### src/rtl/onehot_key_encoder.sv
// Purpose : debounced 8-bit one-hot key vector to 3-bit code encoder with valid/ready output.
// Latency : in_vec steady before edge 1 -> out_valid rises on edge STABLE_CYC+3 (2 sync + 1 capture + STABLE_CYC qualify).
// Backpres: out_valid/out_code hold until out_ready; input is ignored while a code is pending.
//
// Ports
//   sys_clk    in   1  single clock, rising edge
//   sys_rst_n  in   1  asynchronous assert, active-low reset
//   in_vec     in   8  raw key vector (asynchronous), bit i = key i pressed
//   out_ready  in   1  consumer accepts out_code on an edge where out_valid=1
//   out_code   out  3  index of the pressed key
//   out_valid  out  1  out_code valid, held until accepted
//   err_multi  out  1  one-cycle pulse when the qualified vector is multi-hot
//   busy       out  1  high whenever the FSM is not idle
//
// Build option: define PRIORITY_EN to encode a multi-hot vector as its highest
// set bit instead of flagging it; err_multi is then constantly 0.

module onehot_key_encoder #(
  parameter int unsigned STABLE_CYC = 4,
  parameter int unsigned CNT_W      = 8
) (
  input  logic       sys_clk,
  input  logic       sys_rst_n,
  input  logic [7:0] in_vec,
  input  logic       out_ready,
  output logic [2:0] out_code,
  output logic       out_valid,
  output logic       err_multi,
  output logic       busy
);

  localparam logic [CNT_W-1:0] CNT_LAST = CNT_W'(STABLE_CYC - 1);
  localparam logic [CNT_W-1:0] CNT_ONE  = CNT_W'(1);

  typedef enum logic [1:0] {
    S_IDLE = 2'd0,
    S_QUAL = 2'd1,
    S_PEND = 2'd2,
    S_REL  = 2'd3
  } state_t;

  // Synchroniser and control state
  logic [7:0]       r_sync1;
  logic [7:0]       r_sv;
  logic [7:0]       r_cand;
  logic [CNT_W-1:0] r_cnt;
  state_t           r_state;

  // Registered outputs
  logic [2:0]       r_code;
  logic             r_valid;
  logic             r_err;
  logic             r_busy;

  logic             w_cnt_done;
  logic             w_multi;
  logic [2:0]       w_hi_idx;

  assign w_cnt_done = (r_cnt == CNT_LAST);

  // Clearing the lowest set bit leaves something only if two or more bits were set.
  assign w_multi = |(r_cand & (r_cand - 8'd1));

  // Highest set bit of the candidate; for a one-hot candidate this is simply its index.
  always_comb begin
    w_hi_idx = 3'd0;
    for (int i = 0; i < 8; i++) begin
      if (r_cand[i]) begin
        w_hi_idx = 3'(i);
      end
    end
  end

  // Two-flop synchroniser: in_vec is unrelated to sys_clk.
  always_ff @(posedge sys_clk or negedge sys_rst_n) begin
    if (!sys_rst_n) begin
      r_sync1 <= 8'd0;
      r_sv    <= 8'd0;
    end else begin
      r_sync1 <= in_vec;
      r_sv    <= r_sync1;
    end
  end

  always_ff @(posedge sys_clk or negedge sys_rst_n) begin
    if (!sys_rst_n) begin
      r_state <= S_IDLE;
      r_cand  <= 8'd0;
      r_cnt   <= '0;
      r_code  <= 3'd0;
      r_valid <= 1'b0;
      r_err   <= 1'b0;
      r_busy  <= 1'b0;
    end else begin
      // Error flag is a single-cycle pulse from the evaluating edge.
      r_err <= 1'b0;

      case (r_state)
        S_IDLE: begin
          if (r_sv != 8'd0) begin
            r_cand  <= r_sv;
            r_cnt   <= '0;
            r_state <= S_QUAL;
            r_busy  <= 1'b1;
          end
        end

        S_QUAL: begin
          if (r_sv != r_cand) begin
            // Any change restarts the stability window on the new value.
            r_cand <= r_sv;
            r_cnt  <= '0;
          end else if (!w_cnt_done) begin
            r_cnt <= r_cnt + CNT_ONE;
          end else if (r_cand == 8'd0) begin
            // Bounced back to nothing: treat as no press.
            r_state <= S_IDLE;
            r_busy  <= 1'b0;
          end else if (!w_multi) begin
            r_code  <= w_hi_idx;
            r_valid <= 1'b1;
            r_state <= S_PEND;
          end else begin
`ifdef PRIORITY_EN
            r_code  <= w_hi_idx;
            r_valid <= 1'b1;
            r_state <= S_PEND;
`else
            r_err   <= 1'b1;
            r_cnt   <= '0;
            r_state <= S_REL;
`endif
          end
        end

        S_PEND: begin
          // Code and valid are frozen here; the key vector is not looked at.
          if (r_valid && out_ready) begin
            r_valid <= 1'b0;
            r_cnt   <= '0;
            r_state <= S_REL;
          end
        end

        S_REL: begin
          // A full window of all-released keys is needed before re-arming,
          // so a key that stays down never produces a second code.
          if (r_sv != 8'd0) begin
            r_cnt <= '0;
          end else if (!w_cnt_done) begin
            r_cnt <= r_cnt + CNT_ONE;
          end else begin
            r_state <= S_IDLE;
            r_busy  <= 1'b0;
          end
        end

        default: begin
          r_state <= S_IDLE;
          r_busy  <= 1'b0;
          r_valid <= 1'b0;
        end
      endcase
    end
  end

  assign out_code  = r_code;
  assign out_valid = r_valid;
  assign err_multi = r_err;
  assign busy      = r_busy;

endmodule

### config.mk
export PLATFORM = sky130hd
export DESIGN_NAME = onehot_key_encoder
export DESIGN_NICKNAME = d
export VERILOG_FILES = /design/src/rtl/onehot_key_encoder.sv
export SDC_FILE = /design/constraint.sdc
export NUM_CORES = 1
export LEC_CHECK = 0
export ABC_AREA = 1
export BUFFER_PORTS_ARGS = -buffer_cell sky130_fd_sc_hd__buf_2
export CORE_MARGIN = 2
export CORE_UTILIZATION = 41
export DETAILED_ROUTE_END_ITERATION = 6
export PLACE_DENSITY_LB_ADDON = 0.12
export SLEW_MARGIN = 40
export SYNTH_ARGS = -nofsm -noshare
export SYNTH_HDL_FRONTEND = slang
export SYNTH_SLANG_ARGS = --single-unit
### constraint.sdc
create_clock -name sys_clk -period 1.7 [get_ports sys_clk]
set_clock_uncertainty 0.05 [all_clocks]
set_input_delay 0.34 -clock sys_clk [delete_from_list [all_inputs] [get_ports sys_clk]]
set_output_delay 0.34 -clock sys_clk [all_outputs]
set_load 0.01 [all_outputs]
==> Word-level counts from Yosys, hierarchy flattened <==
Index checks and enable logic that the tools add are counted.
{ "totals": {"register_bits": 40, "inputBits": 11, "out_inout_bits": 6, "word_cells": 93} }
{ "op_classes": {"addsub": 2, "eq_ne": 18, "muxes": 46, "bitwise": 4, "n_reduce_logical": 14} }
{ "op_table": {"columns": ["op", "count"], "rows": [
  ["8-bit 2-to-1 mux", 10],
  ["8-bit case mux with 4 select lines", 1],
  ["2-bit inequality test (second input constant)", 10],
  ["1-bit 2-to-1 mux", 18],
  ["2-bit 2-to-1 mux", 9],
  ["8-bit case mux with 2 select lines", 1],
  ["3-bit 2-to-1 mux", 4],
  ["6-bit AND reduction", 2],
  ["5-bit AND reduction", 2],
  ["8-bit by 1-bit adder with 8-bit output (second input constant)", 1],
  ["8-bit AND", 1],
  ["8-bit by 2-bit equality test with 1-bit output (second input constant)", 1],
  ["8-bit logical NOT", 1],
  ["4-bit inequality test (second input constant)", 2],
  ["8-bit inequality test", 1],
  ["2-bit case mux with 4 select lines", 1],
  ["8-bit nonzero test", 1],
  ["8-bit OR reduction", 1],
  ["8-bit by 1-bit subtractor with 8-bit output (second input constant)", 1],
  ["7-bit AND reduction", 1],
  ["2-bit equality test (second input constant)", 2],
  ["2-bit nonzero test", 2],
  ["3-bit inequality test (second input constant)", 1],
  ["1-bit inverter", 3],
  ["other kinds (7)", 7]
]} }

==> Longest topological paths before layout <==
{ "logic_depth": {"word_depth": 8, "mapped_depth": 12, "depth_no_buf": 12} }

==> Worst setup path after synthesis <==
Ideal clock, no wire load.
{ "synth_timing": {"kind": "reg-to-reg", "startpoint": "register r_cnt[0]", "endpoint": "register r_cnt[5]", "setup_time_ns": 0.116, "arrival_time_ns": 1.390, "required_time_ns": 1.534, "setup_slack_ns": 0.144, "path_stages_with_launch": 11, "n_path_buf": 0, "synth_period_minus_slack_ns": 1.556, "cell_sequence": "dfrtp_1 > ha_1 > nand2_1 > nor2_1 > nand2_2 > nor2_2 > nand3_1 > nor2_2 > nor2_2 > nand2_1 > nand2_1"} }
{ "synth_between": {"elab_chain_len": 4, "word_cells_on_any_way": 11, "cone_classes": "add/sub: 1; eq/ne: 4; mux: 5; reduce/logical: 1"} }
{ "synth_rtl": {"columns": ["item", "line", "text"], "rows": [
  ["from (decl)", "46", "logic [CNT_W-1:0] r_cnt;"],
  ["from (signal assigned)", "114", "r_cnt <= r_cnt + CNT_ONE;"],
  ["from (signal assigned)", "151", "r_cnt <= r_cnt + CNT_ONE;"],
  ["8-bit by 1-bit adder with 8-bit output or 8-bit by 2-bit equality test with 1-bit output (tied branches)", "114, 151, 59", null],
  ["8-bit 2-to-1 mux, on equally long branches", "150, 113", null],
  ["8-bit 2-to-1 mux, on equally long branches", "148, 109", null],
  ["8-bit case mux with 4 select lines", "98", "case (r_state)"]
]} }
Parallel ways exist; a longest one is shown, timed or not. The select of a mux whose other input is x is not followed.
A chain may end at the register's enable or synchronous reset.

==> Worst setup path after layout <==
{ "layout_timing": {"startpoint": "register r_cnt[2]", "endpoint": "register r_cnt[1]"} }
{ "layout_between": {"elab_chain_len": 4, "word_cells_on_any_way": 8, "cone_classes": "eq/ne: 4; mux: 3; reduce/logical: 1"} }
{ "layout_rtl": {"columns": ["item", "line", "text"], "rows": [
  ["8-bit by 2-bit equality test with 1-bit output *", "59", "assign w_cnt_done = (r_cnt == CNT_LAST);"],
  ["8-bit 2-to-1 mux", "113", "end else if (!w_cnt_done) begin"],
  ["8-bit 2-to-1 mux", "109", "if (r_sv != r_cand) begin"],
  ["8-bit case mux with 4 select lines", "98", null]
]} }
Every way passes the cells marked *; elsewhere a longest branch is shown, timed or not.

==> results.toml <==
[worst_setup_path]
startpoint_type = "flop"
critPathCaptureType = "flop"
slowest_stage = "dfrtp_1"
critPathTopFamily = "simple AND/OR/NAND/NOR gates"
crit_path_cell_trace = "inv_2 -> nand2_1 -> nor2_2 -> nand2_2 -> nor2_4 -> nand3_2 -> nor2_4 -> nor2_4 -> nand2_1 -> nand2_1"
cp.buffers_inverters = 1
slowest_delay_ns = 0.47
critPathArrivalTime_ns = 1.75
critPathRequiredTime_ns = 1.85
critPathKind = "reg2reg"
path_max_fanout = 8

[yosys]
syn_avg_cell_area_sq_um = 7.75
netlist_top_cells_area = "dfrtp_1 44%, nand2_1 18%, nand3_1 4.6%"
ys_types = 30
yosys-top-cells-count = "106 x nand2_1, 40 x dfrtp_1, 26 x nor2_1"
synth_seq_cells = 40
yosysSeqAreaShare_pct = 44.2
yosysTopAreaCellShare_pct = 44.2
yosysMostFrequentCell = "nand2_1"
synth_warnings = 0
async_flop_share_pct = 100
synth_area_sq_um = 2260
yosys.area.top_type = "dfrtp_1"
netlist_instances = 292
synth-edff-count = 0
synth_top_flop_cell = "dfrtp_1"
synth_fp_nets = 304

[finish]
diodes = 0
drive_gt1_share_pct = 31.5
syn_to_final_growth_pct = 23.3
fin_nets = 341
fin_util_pct = 51.6

[pwr]
peakVddDrop_mv = 0.422
leakagePower_uw = 0.00141
p_total_uw = 1990
power_density_nw_per_um2 = 713

[placed_design]
numPortBuffers = 16
gp_routability_congestion = 0.799
hpwl_mm = 3.48

[detailed_routing]
vias = 1939
dr.pass1.iters = 4
drt_iter0_markers = 92
drc_errors = 0
ant_nets = 0
wl_per_cell_microns = 11.8
wl_mm = 4.75
drt-vias-per-instance = 4.82

[global_route]
grt_remaining_overflow = 0
grt_pass1_vias = 1735
track_usage_pct = 17.3
antenna_found_initial = 0
grt_start_max_net_pins = 23
grt_pass1_wl_mm = 8.16

[clocking]
root_buffer = "clkbuf_8"
cts_made_buffers = 5
tritoncts = "yes"
clkLatencyLatePin_ns = 0.30
cts_max_level = 2
clockBufferDepth = 2
cts.sinks = 40
clk_pin_slew_ns = 0.09

[run_status]
status = "complete, no violations"

[die]
die_w_microns = 78.3
chipHeight_microns = 78.3
core_sq_um = 5410
dieArea_sq_um = 6130
rows = 27
ios = 17
start_util_pct = 41.9

[sta]
period_share_pct = 94.1
slew_violations = 0
hold_ws_ns = 0.0861
worstMarginPinSlew_ns = 0.447
maxSlewHeadroom_pct = 70.2
rsz0062_at_grt = "yes"
tns_ns = 0
fmax_mhz = 625
setup_violations = 0
period_minus_slack_ns = 1.60
hold_viol_final = 0

[job]
cap_violations = 0

[min_path]
hold_class = "in2reg"
[where the power goes]
group | leakage, uW | total (uW) | internal [uW] | switching, uW
clock | 0.0000548 | 813 | 442 | 371
combinational | 0.000876 | 162 | 67.1 | 95.2
sequential | 0.000481 | 1010 | 981 | 31.5
[kinds of logic after synthesis]
kind of cell | synth area share (%)
flip-flops | 44.2
buffers and inverters | 6.42
adder cells (fa/ha/maj) | 0.553
XOR/XNOR | 3.48
AO/OA/AOI/OAI | 7.85
AND/OR/NAND/NOR | 37.4
[state kept, by name (all words and copies together) (netlist names), 3 cells and up, named ones only]
signal	cells
out_code	3
r_cand	8
r_cnt	8
r_sv	8
r_sync1	8
[layout make-up]
type | count | area, sq um
Fill cell | 510 | 2620
Multi-Input combinational cell | 218 | 1230
Sequential cell | 40 | 1010
Timing Repair Buffer | 34 | 234
Inverter | 30 | 113
Tap cell | 72 | 90.1
Clock buffer | 5 | 68.8
Clock inverter | 3 | 46.3
[stage by stage]
step           worst slack (ns)  cells  cell area [sq um]
6_report                  0.100    402               2790
5_1_grt                 -0.0219    402               2790
4_1_cts                  0.0362    395               2620
3_5_place_dp             0.0105    386               2490
3_3_place_gp             0.0376    386               2490
2_1_floorplan             0.144    292               2260
[path summary, 6_finish.rpt]
kind,slack [ns],startpoint,cells past startpoint,to
max,0.1,r_cnt[2]$_DFFE_PN0P_,10,r_cnt[1]$_DFFE_PN0P_
min reg2reg,0.30,r_sync1[7]$_DFF_PN0_,0,r_sv[7]$_DFF_PN0_
min,0.09,in_vec[5],1,r_sync1[5]$_DFF_PN0_
max in group asynchronous,0.67,sys_rst_n,3,r_cand[5]$_DFFE_PN0P_
max reg2reg,0.1,r_cnt[2]$_DFFE_PN0P_,10,r_cnt[1]$_DFFE_PN0P_
min in group asynchronous,0.46,sys_rst_n,2,r_sync1[2]$_DFF_PN0_
[per-layer routing]
metal / vias to the layer above / GRT usage (%) / share of wire [%]
met1: 900 / 25.9 / 52
li1: 991 / - / -
met2: 43 / 24.1 / 41
met4: 0 / 5.26 / 1.3
met5: - / 0 / 0
met3: 5 / 4.60 / 5.7
[cells in the final DEF, fill, tap and decap left out, drive strengths merged]
master,Yosys,layout
a21oi,5,5
a31o,1,1
buf,4,33
bufinv,0,1
clkbuf,0,5
clkinv,1,1
clkinvlp,0,1
dfrtp,40,40
dlygate4sd3,0,1
ha,1,1
inv,29,30
nand2,114,114
nand3,23,23
nand3b,1,1
nand4,7,7
nor2,37,37
nor3,3,3
o21ai,13,13
o21bai,3,3
or2,1,1
xnor2,5,5
xor2,4,4
[timing repair]
action	4_1_cts	5_1_grt
resized for setup	2	33
pin swaps	0	15
cloned	0	0
hold buffers	1	0
setup endpoints to repair	7	22
hold endpoints to repair	18	0
setup buffers	0	7
(Power assumes the default switching activity.)
